## src/rtl/seg7_pkg.sv

```systemverilog
// Shared constants and helpers for the multiplexed seven-segment driver.
// Contents: 16-entry active-low hex glyph table {dp,g,f,e,d,c,b,a} with dp off,
// DP_OFF / BLANK patterns, and the nibble-to-segment decode function.
package seg7_pkg;

  localparam logic [7:0] DP_OFF = 8'hFF;
  localparam logic [7:0] BLANK  = 8'hFF;

  // Index 15 is leftmost in the concatenation, index 0 rightmost.
  localparam logic [15:0][7:0] GLYPH_TABLE = {
    8'h8E, 8'h86, 8'hA1, 8'hC6,   // F E D C
    8'h83, 8'h88, 8'h90, 8'h80,   // B A 9 8
    8'hF8, 8'h82, 8'h92, 8'h99,   // 7 6 5 4
    8'hB0, 8'hA4, 8'hF9, 8'hC0    // 3 2 1 0
  };

  // Glyph for a nibble with the decimal point forced off.
  function automatic logic [7:0] seg_decode(input logic [3:0] nib);
    logic [7:0] glyph;
    glyph = GLYPH_TABLE[nib];
    return {DP_OFF[7], glyph[6:0]};
  endfunction

endpackage

```

## src/rtl/seg7_glyph_decode.sv

```systemverilog
// Combinational digit pattern generator.
// Ports: nib (hex nibble), dot (decimal point request, active-high),
//        blank (force all segments off), seg_c (active-low {dp,g..a}).
module seg7_glyph_decode
  import seg7_pkg::*;
(
  input  logic [3:0] nib,
  input  logic       dot,
  input  logic       blank,
  output logic [7:0] seg_c
);

  always_comb begin
    seg_c = BLANK;
    if (!blank) begin
      seg_c = seg_decode(nib);
      if (dot) seg_c[7] = 1'b0;
    end
  end

endmodule

```

## src/rtl/seg7_scan_driver.sv

```systemverilog
// Multiplexed seven-segment scan driver with tear-free shadow loading,
// per-digit decimal points, leading-zero blanking and optional brightness PWM.
// Ports: CLK, RESET_N (async active-low), VALUE_IN/DOT_IN/LOAD (staging write),
//        BLANK_LZ (live), BRIGHTNESS (PWM on-time), LOAD_ACK, FRAME_TICK,
//        HEX_OUT (active-low segments), SEG_SELECT (active-low anodes).
// Build option: define SEG_PWM_EN to gate the active anode with a PWM counter.
module seg7_scan_driver
  import seg7_pkg::*;
#(
  parameter int unsigned DIGITS   = 4,
  parameter int unsigned CLK_DIV  = 100000,
  parameter int unsigned PWM_BITS = 4
) (
  input  logic                  CLK,
  input  logic                  RESET_N,
  input  logic [4*DIGITS-1:0]   VALUE_IN,
  input  logic [DIGITS-1:0]     DOT_IN,
  input  logic                  LOAD,
  input  logic                  BLANK_LZ,
  input  logic [PWM_BITS-1:0]   BRIGHTNESS,
  output logic                  LOAD_ACK,
  output logic                  FRAME_TICK,
  output logic [7:0]            HEX_OUT,
  output logic [DIGITS-1:0]     SEG_SELECT
);

  localparam int unsigned PW = (CLK_DIV > 1) ? $clog2(CLK_DIV) : 1;
  localparam int unsigned IW = (DIGITS > 1) ? $clog2(DIGITS) : 1;
  localparam int unsigned VW = 4 * DIGITS;

  logic [PW-1:0]     presc;
  logic [IW-1:0]     index;
  logic [VW-1:0]     stage_value;
  logic [DIGITS-1:0] stage_dot;
  logic [VW-1:0]     disp_value;
  logic [DIGITS-1:0] disp_dot;
  logic              pending;

  logic              terminal_c;
  logic              last_c;
  logic              boundary_c;
  logic              pwm_on_c;
  logic [3:0]        cur_nib_c;
  logic              cur_dot_c;
  logic              cur_blank_c;
  logic [DIGITS-1:0] anode_c;
  logic [7:0]        seg_c;

  assign terminal_c = (presc == PW'(CLK_DIV - 1));
  assign last_c     = (index == IW'(DIGITS - 1));
  assign boundary_c = terminal_c && last_c;

`ifdef SEG_PWM_EN
  // Free-running brightness counter; anode enabled while counter <= BRIGHTNESS.
  logic [PWM_BITS-1:0] pwm_cnt;

  always_ff @(posedge CLK or negedge RESET_N) begin
    if (!RESET_N) pwm_cnt <= '0;
    else          pwm_cnt <= PWM_BITS'(pwm_cnt + 1'b1);
  end

  assign pwm_on_c = (pwm_cnt <= BRIGHTNESS);
`else
  logic unused_brightness;
  assign unused_brightness = ^BRIGHTNESS;
  assign pwm_on_c = 1'b1;
`endif

  // Select the current digit and evaluate leading-zero blanking from the top down.
  always_comb begin
    logic zero_above;
    cur_nib_c   = 4'h0;
    cur_dot_c   = 1'b0;
    cur_blank_c = 1'b0;
    anode_c     = '1;
    zero_above  = 1'b1;
    for (int i = int'(DIGITS) - 1; i >= 0; i--) begin
      zero_above = zero_above && (disp_value[4*i +: 4] == 4'h0) && !disp_dot[i];
      if (IW'(i) == index) begin
        cur_nib_c   = disp_value[4*i +: 4];
        cur_dot_c   = disp_dot[i];
        cur_blank_c = BLANK_LZ && (i != 0) && zero_above;
        anode_c[i]  = cur_blank_c || !pwm_on_c;
      end
    end
  end

  seg7_glyph_decode u_decode (
    .nib   (cur_nib_c),
    .dot   (cur_dot_c),
    .blank (cur_blank_c),
    .seg_c (seg_c)
  );

  // Scan timing, shadow registers and registered outputs.
  always_ff @(posedge CLK or negedge RESET_N) begin
    if (!RESET_N) begin
      presc       <= '0;
      index       <= '0;
      stage_value <= '0;
      stage_dot   <= '0;
      disp_value  <= '0;
      disp_dot    <= '0;
      pending     <= 1'b0;
      LOAD_ACK    <= 1'b0;
      FRAME_TICK  <= 1'b0;
      HEX_OUT     <= BLANK;
      SEG_SELECT  <= '1;
    end else begin
      presc <= terminal_c ? '0 : PW'(presc + 1'b1);
      if (terminal_c) index <= last_c ? '0 : IW'(index + 1'b1);

      if (LOAD) begin
        stage_value <= VALUE_IN;
        stage_dot   <= DOT_IN;
      end
      // A boundary commits what was staged before this cycle's LOAD.
      if (boundary_c && pending) begin
        disp_value <= stage_value;
        disp_dot   <= stage_dot;
      end
      pending    <= LOAD || (pending && !boundary_c);
      LOAD_ACK   <= boundary_c && pending;
      FRAME_TICK <= boundary_c;
      HEX_OUT    <= seg_c;
      SEG_SELECT <= anode_c;
    end
  end

endmodule
```

## config.mk

```make
export PLATFORM = sky130hd
export DESIGN_NAME = seg7_scan_driver
export DESIGN_NICKNAME = d
export VERILOG_FILES = /design/src/rtl/seg7_pkg.sv /design/src/rtl/seg7_glyph_decode.sv /design/src/rtl/seg7_scan_driver.sv
export SDC_FILE = /design/constraint.sdc
export NUM_CORES = 1
export LEC_CHECK = 0
export CAP_MARGIN = 40
export CORE_MARGIN = 2
export CORE_UTILIZATION = 40
export CTS_CLUSTER_SIZE = 12
export DETAILED_ROUTE_END_ITERATION = 12
export HOLD_SLACK_MARGIN = 0.1
export PLACE_DENSITY_LB_ADDON = 0.08
export SYNTH_ARGS = -nofsm -noshare
export SYNTH_HDL_FRONTEND = slang
export SYNTH_SLANG_ARGS = --single-unit
```

## constraint.sdc

```tcl
create_clock -name CLK -period 3 [get_ports CLK]
set_input_delay 0.75 -clock CLK [delete_from_list [all_inputs] [get_ports CLK]]
set_output_delay 0.75 -clock CLK [all_outputs]
set_load 0.05 [all_outputs]
```

==> summary.txt, run 1 <==
Critical path
  – Crit Path Max Fanout: 12
  – Crit. End Element: flip-flop
  – R2R Setup Slk: 0.34 ns
  – WP data arrival: 2.93 ns
  – Kind of critical path: flip-flop to flip-flop
  – WP data required: 3.27 ns
  – Reg-to-Reg End: HEX_OUT[5]
  – Worst r2r path cells: 9
  – Startpoint Class: flip-flop
  – R2R Path Start: index[0]

Layout
  – Synthesis-to-finish area growth: 19.5%
  – Multi-input logic area: 1590 um^2
  – Fill cell count: 810
  – Ant diodes: 0
  – Most common cell after layout, fill and taps aside: dfrtp_1
  – Commonest cells after routing, fill and taps aside: 62 x dfrtp_1, 36 x clkdlybuf4s50_1, 21 x mux2_2
  – Nets: 359
  – Sequential Area: 1870 um^2
  – Layout cells sized above 1: 0.265

Die
  – Top-level I/O count: 42
  – Die Wd: 98.5 um
  – Starting Density: 0.411
  – Die Height: 98.5 um
  – Die area: 9700 um^2
  – Core Region: 8680 um^2
  – Num rows: 34

Hold path
  – Tightest Hold Check Type: primary input to async pin

Logic synthesis
  – Top_reg_cell synth: dfrtp_1
  – Yosys warns: 0
  – Syn Area/Cell: 12.9 um^2
  – Largest cells by area after synthesis: dfrtp_1 43%, dfstp_2 8.8%, mux2_4 8.4%
  – Syn Inst Count: 277
  – Post-synth ARST share: 1.00
  – Synth Net Count: 317
  – Sequential share of the synthesized area: 0.523
  – Post-synth EDFFs: 0
  – Post-synth top area share: 0.435
  – Netlist cell types: 56
  – FF+latch count, synth: 74
  – Area leader, netlist: dfrtp_1
  – Mapped Area: 3570 um^2

Placement
  – Number of port buffers: 37
  – HPWL Detailed: 4.46 mm
  – RD Place Congestion: 0.758

Power
  – Sequential share of power: 0.520
  – PD cells: 469 nW/um^2
  – Cell leakage power: 1.86 nW
  – Clock share of power: 0.435
  – Peak supply drop: 0.226 mV
  – Switching fraction of total power: 0.223
  – Pint: 1.55 mW
  – Power, Total: 2.00 mW
  – NetSw: 446 uW
  – Combinational power share: 0.045

Clocking
  – Clk Tree Root Cell: clkbuf_8
  – Clk Latency, worst-skew pair: 0.36 ns
  – TritonCTS Buffers: 9
  – Clock-pin slew on the worst setup and hold paths: 0.09 ns
  – CTS H-tree depth: 3
  – Post-CTS sizing: 0
  – Deepest clock path buffer count: 2
  – Sink Count: 74
  – CTS tree: done
  – Hold_buf cts: 0
  – # Post-CTS Setup Buffers: 0

Timing
  – Least-Margin Pin Slew: 0.644 ns
  – Post-layout minimum cycle time: 2.66 ns
  – Final clock skew: 0.0121 ns
  – Hold Fails Final Rpt: 0
  – Final setup viols: 0
  – Tcrit/Tclk final: 0.886
  – Setup TNS Final: 0 ns
  – Maximum clock rate: 376 MHz
  – RSZ-0062 raised after global routing: no
  – Max transition margin: 0.568
  – Final Max Slew Viols: 0

GRT
  – Initial antenna violation count: 0
  – Vias in the first global route: 2,274
  – Gr usage total: 0.150
  – Largest net degree at the start of global routing: 48
  – Global-route wire length before repair: 11.6 mm
  – Grt ovf: 0

Flow run
  – Max cap viols: 0

Detailed routing
  – DRT iter0 DRCs: 49
  – Vias after detailed routing: 2,238
  – Antenna Nets Post-Route: 0
  – Vias per inst: 5.18
  – Drt pass-1 iters: 4
  – Remaining DRCs: 0
  – Final wirelength: 6.66 mm
  – Drt wl/cell: 15.4 um

Outcome
  – Status: finished clean
## cell usage after synthesis, types with 4 or more instances
| cell type | number |
|---|---|
| dfstp_2 | 12 |
| nand2_1 | 11 |
| mux2_4 | 20 |
| xor2_1 | 8 |
| dfrtp_1 | 62 |
| o21ai_0 | 5 |
| nor2_1 | 13 |
| nand3_1 | 12 |
| xnor2_1 | 6 |
| mux2_2 | 21 |
| a221oi_1 | 5 |
| nand3b_1 | 4 |
| and3_1 | 6 |
| ha_1 | 12 |
| inv_1 | 10 |
| nor3b_1 | 5 |
| nor3_1 | 4 |
## per-layer routing
layer / vias up / global-route usage / routed length (um)
li1: 1086 / - / -
met1: 1088 / 0.213 / 3330
met2: 50 / 0.219 / 2910
met3: 14 / 0.0376 / 281
met4: 0 / 0.0653 / 140
met5: - / 0 / 0
## power by group through the flow
stage / clock, mW / combinational [mW] / sequential, mW
6_report: 0.871 / 0.0897 / 1.04
5_1_grt: 0.947 / 0.101 / 1.04
4_1_cts: 0.910 / 0.0930 / 1.04
3_5_place_dp: 0 / 0.0929 / 1.06
3_3_place_gp: 0 / 0.0913 / 1.06
2_1_floorplan: 0 / 0.0355 / 1.05
## stage by stage
step	std cells	worst slack, ns	hold slack (ns)	instance area (um^2)	utilization
final	432	0.343	0.420	4260	0.491
after global routing	432	0.127	0.451	4260	0.491
after CTS	432	0.349	0.425	4260	0.491
after detailed placement	416	0.390	0.414	4040	0.466
after global placement	416	0.447	0.421	4040	0.466
after floorplan	277	0.698	0.389	3570	-
## state kept, by name, summed over array words and instances (netlist names)
signal and count:
presc 17, disp_value 16, stage_value 16, HEX_OUT 8
SEG_SELECT 4, disp_dot 4, stage_dot 4, index 2
FRAME_TICK 1, LOAD_ACK 1, pending 1
## critical path, stage by stage (launching register included)
cell and delay, ns:
dfrtp_1 0.42, inv_1 0.08, ha_1 0.34, a211oi_1 0.28, a221o_1 0.35, inv_1 0.15
ha_1 0.26, nor3_1 0.22, a221oi_1 0.10, or3b_1 0.38
## cells by family (layout without fill, tap and decap cells)
logic type      after synthesis  after routing  synth area share
fa+ha+maj                    12             12            0.0421
buf+inv                      20             67            0.0305
compound gates               28             28            0.0620
flops                        74             74             0.523
xor+xnor                     14             14            0.0344
mux                          45             45             0.162
simple gates                 84             84             0.146
## final cells by class
type / instances / area share
Tap cell: 108 / 0.0317
Multi-Input combinational cell: 183 / 0.374
Clock inverter: 7 / 0.0232
Clock buffer: 9 / 0.0290
Inverter: 10 / 0.00880
Timing Repair Buffer: 41 / 0.0957
Sequential cell: 74 / 0.438
## worst max-delay path by stage
stage	startpoint	end	slack, ns
4_1_cts	index[0]	HEX_OUT[5]	0.35
3_3_place_gp	BLANK_LZ	HEX_OUT[2]	0.45
3_5_place_dp	index[0]	HEX_OUT[5]	0.39
2_1_floorplan	index[0]	HEX_OUT[5]	0.70
5_1_grt	index[0]	HEX_OUT[5]	0.13
6_report	index[0]	HEX_OUT[5]	0.34
No activity file was read; power rests on OpenSTA's default activity.
==> run 2, diff against run 1 <==
==> constraint.sdc (replaced) <==
create_clock -name CLK -period 3 [get_ports CLK]
set_input_delay 0.3 -clock CLK [delete_from_list [all_inputs] [get_ports CLK]]
set_output_delay 0.3 -clock CLK [all_outputs]
set_load 0.05 [all_outputs]
==> summary.txt, run 2 (synthesized netlist as in run 1, its figures left out) <==
Outcome
  – Status: finished clean

Die
  – Die area: 9700 um^2
  – Num rows: 34
  – Core Region: 8680 um^2
  – Starting Density: 0.411
  – Die Wd: 98.5 um
  – Top-level I/O count: 42
  – Die Height: 98.5 um

Timing
  – Post-layout minimum cycle time: 2.59 ns
  – Hold Fails Final Rpt: 0
  – Final clock skew: 0.0125 ns
  – Final setup viols: 0
  – RSZ-0062 raised after global routing: no
  – Maximum clock rate: 387 MHz
  – Tcrit/Tclk final: 0.862
  – Setup TNS Final: 0 ns
  – Hold WS: 0.347 ns
  – Final Max Slew Viols: 0
  – Max transition margin: 0.576
  – Least-Margin Pin Slew: 0.632 ns

Detailed routing
  – Vias after detailed routing: 2,236
  – Remaining DRCs: 0
  – Antenna Nets Post-Route: 0
  – Final wirelength: 6.45 mm
  – Vias per inst: 5.15
  – Drt pass-1 iters: 4
  – Drt wl/cell: 14.9 um
  – DRT iter0 DRCs: 84

Power
  – PD cells: 430 nW/um^2
  – Cell leakage power: 1.86 nW
  – Peak supply drop: 0.205 mV

Layout
  – Nets: 361
  – Multi-input logic area: 1590 um^2
  – Sequential Area: 1870 um^2
  – Synthesis-to-finish area growth: 19.3%
  – Most common cell after layout, fill and taps aside: dfrtp_1
  – Layout cells sized above 1: 0.267
  – Max reg flops: 17
  – Fill cell count: 814
  – Most flops, register: presc
  – Largest registers: presc: 17 flops, disp_value: 16 flops, stage_value: 16 flops
  – Commonest cells after routing, fill and taps aside: 62 x dfrtp_1, 36 x clkdlybuf4s50_1, 21 x mux2_2
  – Ant diodes: 0

GRT
  – Global-route wire length before repair: 11.2 mm
  – Gr usage total: 0.145
  – Initial antenna violation count: 0
  – Grt ovf: 0
  – Vias in the first global route: 2,251
  – Largest net degree at the start of global routing: 40

Hold path
  – Tightest Hold Check Type: primary input to async pin

Clocking
  – Clk Latency, worst-skew pair: 0.34 ns
  – Clock-pin slew on the worst setup and hold paths: 0.08 ns
  – Post-CTS sizing: 0
  – Hold_buf cts: 1
  – CTS H-tree depth: 3
  – Deepest clock path buffer count: 2
  – CTS tree: done
  – Clk Tree Root Cell: clkbuf_8
  – TritonCTS Buffers: 9
  – # Post-CTS Setup Buffers: 0
  – Sink Count: 74

Critical path
  – Reg-to-Reg End: HEX_OUT[5]
  – WP data required: 3.26 ns
  – Kind of critical path: flip-flop to flip-flop
  – Worst r2r path cells: 9
  – Startpoint Class: flip-flop
  – R2R Setup Slk: 0.41 ns
  – WP data arrival: 2.84 ns
  – Crit. End Element: flip-flop
  – R2R Path Start: index[0]
  – Crit Path Max Fanout: 15

Flow run
  – Max cap viols: 0

Placement
  – RD Place Congestion: 0.751
  – Number of port buffers: 37
  – HPWL Detailed: 4.57 mm
-- run 2: changes by cell type in the layout (fill, tap and decap cells not counted), sizes merged --
| cell | change |
|---|---|
| clkbuf | +1 |
| clkinv | +4 |
| buf | +1 |
| bufinv | -2 |
| dlygate4sd3 | +1 |
| clkinvlp | -1 |
| inv | -2 |
-- run 2: worst max path at each step --
stage | from | to | slack [ns]
finish | index[0] | HEX_OUT[5] | 0.41
global route | index[0] | HEX_OUT[5] | 0.17
CTS | index[0] | HEX_OUT[5] | 0.42
detailed placement | index[0] | HEX_OUT[5] | 0.43
global placement | index[0] | HEX_OUT[5] | 0.47
floorplan | index[0] | HEX_OUT[5] | 0.70
-- run 2: routing by layer --
metal,part of all wire,global-route usage,wire length [um],vias to the layer above
li1,-,-,-,1086
met1,0.50,0.205,3260,1093
met2,0.44,0.212,2820,52
met3,0.046,0.0468,297,5
met4,0.012,0.0485,75,0
met5,0,0,0,-
-- run 2: layout make-up --
type	instances	area share
Clock buffer	10	0.0323
Multi-Input combinational cell	183	0.374
Clock inverter	6	0.00970
Sequential cell	74	0.438
Inverter	10	0.00882
Tap cell	108	0.0317
Timing Repair Buffer	43	0.105
-- run 2: critical path: stages (launching register included) --
cell,delay (ns)
dfrtp_1,0.41
inv_1,0.08
ha_1,0.37
a211oi_1,0.26
a221o_1,0.35
inv_1,0.13
ha_1,0.23
nor3_1,0.20
a221oi_1,0.11
or3b_1,0.37
-- run 2: metrics by stage --
| stage | instance area (um^2) | utilization | power [mW] | setup WS, ns | std cells |
|---|---|---|---|---|---|
| 3_5_place_dp | 4070 | 0.469 | 1.16 | 0.432 | 417 |
| 2_1_floorplan | 3570 | - | 1.09 | 0.698 | 277 |
| 5_1_grt | 4260 | 0.491 | 1.92 | 0.168 | 434 |
| 4_1_cts | 4260 | 0.491 | 1.87 | 0.421 | 434 |
| 6_report | 4260 | 0.491 | 1.83 | 0.413 | 434 |
| 3_3_place_gp | 4030 | 0.465 | 1.15 | 0.473 | 415 |
-- run 2: power breakdown --
part / total [mW] / internal [mW] / switching [mW]
Combinational: 0.0953 / 0.0590 / 0.0362
Clock: 0.697 / 0.324 / 0.373
Sequential: 1.04 / 1.02 / 0.0147
Total: 1.83 / 1.41 / 0.424
